--- src/rtl/alu_arbiter.sv ---
// Round-robin front end that shares one combinational ALU between NREQ requesters.
// Each accepted request runs IDLE -> EXEC -> RESP: operands registered, result captured, done pulsed.
module alu_arbiter #(
    parameter int NREQ = 2,
    parameter int DW   = 32,
    parameter int OPW  = 4
) (
    input  logic                CLOCK_50,
    input  logic                nRST,
    input  logic [NREQ-1:0]     req,
    input  logic [NREQ*OPW-1:0] req_op,
    input  logic [NREQ*DW-1:0]  req_a,
    input  logic [NREQ*DW-1:0]  req_b,
    output logic [NREQ-1:0]     gnt,
    output logic [NREQ-1:0]     done,
    output logic [DW-1:0]       result,
    output logic                res_neg,
    output logic                res_ovf,
    output logic                res_zero,
    output logic [OPW-1:0]      alu_op,
    output logic [DW-1:0]       alu_a,
    output logic [DW-1:0]       alu_b,
    input  logic [DW-1:0]       alu_out,
    input  logic                alu_neg,
    input  logic                alu_ovf,
    input  logic                alu_zero
);

    localparam int IW = (NREQ > 1) ? $clog2(NREQ) : 1;
    localparam logic [IW-1:0] LAST_RST = IW'(NREQ - 1);

    typedef enum logic [1:0] {
        S_IDLE = 2'd0,
        S_EXEC = 2'd1,
        S_RESP = 2'd2
    } state_t;

    state_t          r_state;
    state_t          w_next;
    logic [IW-1:0]   r_last;
    logic [IW-1:0]   r_owner;
    logic [IW-1:0]   w_pick;
    logic            w_any;
    int              w_idx;
    logic [NREQ-1:0] w_gnt;
    logic [NREQ-1:0] w_done;
    logic [OPW-1:0]  r_op;
    logic [DW-1:0]   r_a;
    logic [DW-1:0]   r_b;
    logic [DW-1:0]   r_result;
    logic            r_neg;
    logic            r_ovf;
    logic            r_zero;

    // Scan starts one past the last winner so a steady requester cannot starve the others.
    always_comb begin
        w_any  = 1'b0;
        w_pick = r_last;
        w_idx  = 0;
        for (int k = 1; k <= NREQ; k++) begin
            w_idx = int'(r_last) + k;
            if (w_idx >= NREQ) w_idx = w_idx - NREQ;
            if (!w_any && req[IW'(w_idx)]) begin
                w_any  = 1'b1;
                w_pick = IW'(w_idx);
            end
        end
    end

    always_ff @(posedge CLOCK_50 or negedge nRST) begin
        if (!nRST) r_state <= S_IDLE;
        else       r_state <= w_next;
    end

    always_comb begin
        w_next = r_state;
        w_gnt  = '0;
        w_done = '0;
        case (r_state)
            S_IDLE: if (w_any) w_next = S_EXEC;
            S_EXEC: begin
                w_gnt[r_owner] = 1'b1;
                w_next         = S_RESP;
            end
            S_RESP: begin
                w_done[r_owner] = 1'b1;
                w_next          = S_IDLE;
            end
            default: w_next = S_IDLE;
        endcase
    end

    always_ff @(posedge CLOCK_50 or negedge nRST) begin
        if (!nRST) begin
            r_last   <= LAST_RST;
            r_owner  <= '0;
            r_op     <= '0;
            r_a      <= '0;
            r_b      <= '0;
            r_result <= '0;
            r_neg    <= 1'b0;
            r_ovf    <= 1'b0;
            r_zero   <= 1'b0;
        end else begin
            if (r_state == S_IDLE && w_any) begin
                r_owner <= w_pick;
                r_last  <= w_pick;
                r_op    <= req_op[int'(w_pick)*OPW +: OPW];
                r_a     <= req_a[int'(w_pick)*DW +: DW];
                r_b     <= req_b[int'(w_pick)*DW +: DW];
            end
            // The ALU has had the whole EXEC cycle to settle on the registered operands.
            if (r_state == S_EXEC) begin
                r_result <= alu_out;
                r_neg    <= alu_neg;
                r_ovf    <= alu_ovf;
                r_zero   <= alu_zero;
            end
        end
    end

    assign gnt      = w_gnt;
    assign done     = w_done;
    assign result   = r_result;
    assign res_neg  = r_neg;
    assign res_ovf  = r_ovf;
    assign res_zero = r_zero;
    assign alu_op   = r_op;
    assign alu_a    = r_a;
    assign alu_b    = r_b;

endmodule

--- config.mk ---
export PLATFORM = sky130hd
export DESIGN_NAME = alu_arbiter
export DESIGN_NICKNAME = d
export VERILOG_FILES = /design/src/rtl/alu_arbiter.sv
export SDC_FILE = /design/constraint.sdc
export NUM_CORES = 1
export LEC_CHECK = 0
export CAP_MARGIN = 20
export CORE_ASPECT_RATIO = 1.2
export CORE_MARGIN = 2
export CORE_UTILIZATION = 24
export CTS_BUF_LIST = sky130_fd_sc_hd__clkbuf_2 sky130_fd_sc_hd__clkbuf_4 sky130_fd_sc_hd__clkbuf_8
export CTS_CLUSTER_SIZE = 24
export DETAILED_ROUTE_END_ITERATION = 16
export HOLD_SLACK_MARGIN = 0.12
export SLEW_MARGIN = 15
export SYNTH_ARGS = -nofsm -noshare
export SYNTH_HDL_FRONTEND = slang
export SYNTH_SLANG_ARGS = --single-unit
--- constraint.sdc ---
create_clock -name CLOCK_50 -period 2.7 [get_ports CLOCK_50]
set_input_delay 0.81 -clock CLOCK_50 [delete_from_list [all_inputs] [get_ports CLOCK_50]]
set_output_delay 0.81 -clock CLOCK_50 [all_outputs]
set_load 0.02 [all_outputs]
After elaboration in Yosys (flattened, before gate mapping)
Cells that the tools add are included.

storage, ports and cells
  bits in registers = 107
  bits in latches = 0
  bits in writable memories = 0
  ROM bits = 0
  input port bits = 175
  output and inout bits = 107
  word-level logic and storage cells = 47
  memories kept = 0

cells by class
  add/subtract/negate cells = 4
  multiply operators = 0
  divide/modulo/power cells = 0
  $lt $le $gt $ge = 6
  eq/ne operators = 3
  shift-type cells = 3
  mux-type cells = 16
  bitwise operators = 0
  reductions and logical operators = 5

operators by type and width
  cell                   count
  $shiftx A64 B7 Y32     2
  $mux W1                11
  $shiftx A8 B4 Y4       1
  $lt A1 B3 Y1 const B   2
  $mux W2                3
  $pmux W2 S2            1
  $add A1 B2 Y3 const B  1
  $ge A3 B2 Y1 const B   1
  $logic_and A1 B1 Y1    3
  $add A1 B1 Y2 const B  1
  $eq A2 B1 Y1 const B   1
  $eq A2 B2 Y1 const B   1
  $ge A2 B2 Y1 const B   1
  $logic_not A2 Y1       1
  $lt A1 B2 Y1 const B   1
  $ne A2 B2 Y1 const B   1
  $sub A1 B1 Y1 const B  2
  $demux W1 S1           1
  $ge A1 B1 Y1 const B   1
  $logic_not A1 Y1       1

Longest topological paths before layout
  depth in word-level cells = 12
  depth in mapped cells = 4

Worst setup path after synthesis
No wires, ideal clock.

  path kind = register to output
  from = reg r_state[1]
  to = out gnt[0]
  arrival = 1.123 ns
  slack = 0.767 ns
  stages on the path, launching flop included = 5
  path buffers = 2
  cell sequence = dfrtp_1 > nand2b_1 > buf_2 > buf_6 > nor2_1

on the way
  cells in the longest elaborated chain, start to end = 2

RTL lines
  what                      line  RTL
  start: declaration        38    state_t r_state;
  start signal: assignment  72    else r_state <= w_next;
  $eq A2 B1 Y1              79    case (r_state)
  $mux W2                   79
  end: declaration          14    output logic [NREQ-1:0] gnt,

No other way between the ends.

Worst setup path after layout
Same ends and word-level chain as after synthesis.

==> metrics <==
Gates resized, CTS repair=0; CP Cell Sequence=nand2b_1 -> nor2_1 -> clkdlybuf4s50_1; Synth Net Count=483; CP bufs+invs=1; most frequent cell after synthesis=mux2_4; switching share of power=0.3440; Max clock buf depth=2; design area=8588 µm²; cell area after synthesis=5293 µm²; Reg-to-Reg Start=r_last$_DFFE_PN1P_; Area contributors post-synth=dfrtp_1, mux2_4, mux2_2; prevailing post-synth register cell=dfrtp_1; Num CTS Buffers=9; switching power total=2.979 mW; Reg power frac=0.329; dpl hpwl=10.87 mm; Die Wd=139.6 µm; final non-filler cell total=868; post-synth top area cell=dfrtp_1; Synth Register Bits=107; asr flop ratio synth=1.000; LEAKAGE=3.661 nW; Iter 0 DRT Violations=81; clk slew on worst S/H paths=0.11 ns; final setup fails=0; mean area per synthesized cell=17.18 µm²; share of cells above drive strength 1=0.3199; area growth from synthesis to layout=62.27%; Clock Sinks=107; initial antenna violation count=0; number of flops mapped to enable cells by yosys=0; die extent in y=166.7 µm; Via Count=3515; H-tree levels=3; RSZ-0062 raised after global routing=false; Fmax=395.0 MHz; DRT antenna net count=0; first-pass GRT wire length=21.45 mm; critical path required time=1.89 ns; crit-path max FO=4; Power Density=1008 nW/µm²; Gate power share=0.541; distinct cell type count of the synthesized netlist=15; Fin. Hold Viols=0; gpl congestion=0.7358; placed inst area=8362 µm²; Core Region=21700 µm²; drt total wl=14.08 mm; Arrival @ worst endpoint=1.72 ns; Int Power=5.681 mW; Syn Inst Count=308; Clk pwr share=0.130; drt first pass iters=4; Worst-Margin Slew=0.5740 ns; vias in the first global route=3913; vias per cell=4.050; crit-path leading delay family=buffers and inverters; max_cap viols=0; Crit-path slowest cell=clkdlybuf4s50_1; critical path class=reg -> out; Routed wire per std cell=16.22 µm; Crit path largest cell delay=0.63 ns; status=finished, final reports clean; Total GRT Usage=0.1181; post-CTS setup buffers=0; global route total overflow=0; Startpoint Class=flop; # IOs=282; fin crit period=2.532 ns; synth cell count leaders=mux2_4, dfrtp_1, mux2_2, buf_6, mux2_1; FP Rows=59; CTS root buf=clkbuf_8; Pins Over Slew Limit=0; Die Area=23260 µm²; TNS Setup=0 ns; Residual DRC=0; placed instance count=852; cts hold-fix bufs=0; Yosys warnings=0; FF-to-FF setup slack=0.70 ns; top cell type's share of synthesized area=0.5012; Worst IR Drop VDD=0.5359 mV; Starting Density=0.2439; endpoint of the worst register-to-register path=alu_b[14]$_DFFE_PN0P_; r2r worst-path depth=3; register area share after synthesis=0.5061; Final Util=0.3957; Fin Clk Skew=0.01297 ns; Rel. slew slack=0.6173; largest net degree at the start of global routing=46; # diodes=0; Clk Latency, worst-skew pair=0.38 ns; Final Cycle Share=0.9378; CTS tree=yes; fin nets=764; Hold Crit Class=in -> async; Buffers on Ports=280; CP endpoint kind=output pin
-- worst max path at each step --
| stage | from | endpoint | slack, ns | depth (start not counted) |
|---|---|---|---|---|
| after floorplan | r_state[1]$_DFFE_PN0P_ | gnt[0] | 0.77 | 4 |
| after global placement | req[0] | alu_b[28]$_DFFE_PN0P_ | 0.33 | 5 |
| after detailed placement | req[0] | alu_b[20]$_DFFE_PN0P_ | 0.30 | 5 |
| after CTS | r_state[1]$_DFFE_PN0P_ | gnt[0] | 0.13 | 3 |
| after global routing | r_owner$_DFFE_PN0P_ | done[1] | 0.05 | 3 |
| final | r_state[1]$_DFFE_PN0P_ | gnt[0] | 0.17 | 3 |
-- cells in the final DEF (no fill, tap or decap), drive strengths merged, types with 2 or more instances in the layout --
master / Yosys / layout
nor2: 2 / 2
buf: 20 / 11
inv: 2 / 4
clkdlybuf4s50: 0 / 279
clkbuf: 0 / 10
dfrtp: 106 / 106
clkinv: 0 / 2
mux2: 171 / 171
nor3b: 3 / 3
bufinv: 0 / 2
-- stage by stage --
step                setup WS (ns)  power, mW  hold slack, ns
finish                     0.1681      8.660          0.4033
global route              0.05163      9.114          0.4225
CTS                        0.1279      8.811          0.3980
detailed placement         0.3037      7.626          0.4848
global placement           0.3302      7.569          0.4744
floorplan                  0.7668      5.587          0.5144
-- routing by layer --
metal | vias up | global-route usage | wire length (µm)
li1 | 1652 | - | -
met4 | 0 | 0.05609 | 351
met2 | 141 | 0.2206 | 7610
met3 | 21 | 0.02358 | 830
met1 | 1701 | 0.1267 | 5286
met5 | - | 0 | 0
-- cell type report --
cell class                 count  area [µm²]
fill                        2017       13120
timing repair buffer         290        2938
sequential                   107        2683
multi-input combinational    179        2391
tap                          274       342.8
clock buffer                  10       131.4
clock inverter                 6       95.09
inverter                       2       7.507
-- cell families after synthesis --
family	Yosys count	share of synthesized area
mux	172	0.4423
flops	107	0.5061
buf+inv	22	0.04303
simple gates	6	0.006857
xor+xnor	1	0.001655
-- power by group through the flow --
stage / logic (mW) / clock network, mW / registers [mW]
after floorplan: 2.00 / 0 / 3.58
after global placement: 4.71 / 0 / 2.86
after detailed placement: 4.74 / 0 / 2.88
after CTS: 4.76 / 1.18 / 2.87
after global routing: 4.91 / 1.24 / 2.96
final: 4.68 / 1.13 / 2.85
-- state kept, by name (all words and copies together), names as in the netlist --
register and cells:
alu_a 32, alu_b 32, alu_op 4, r_last 1, r_owner 1, r_state 2, res_neg 1, res_ovf 1
res_zero 1, result 32
Power figures use the tool's default switching activity.
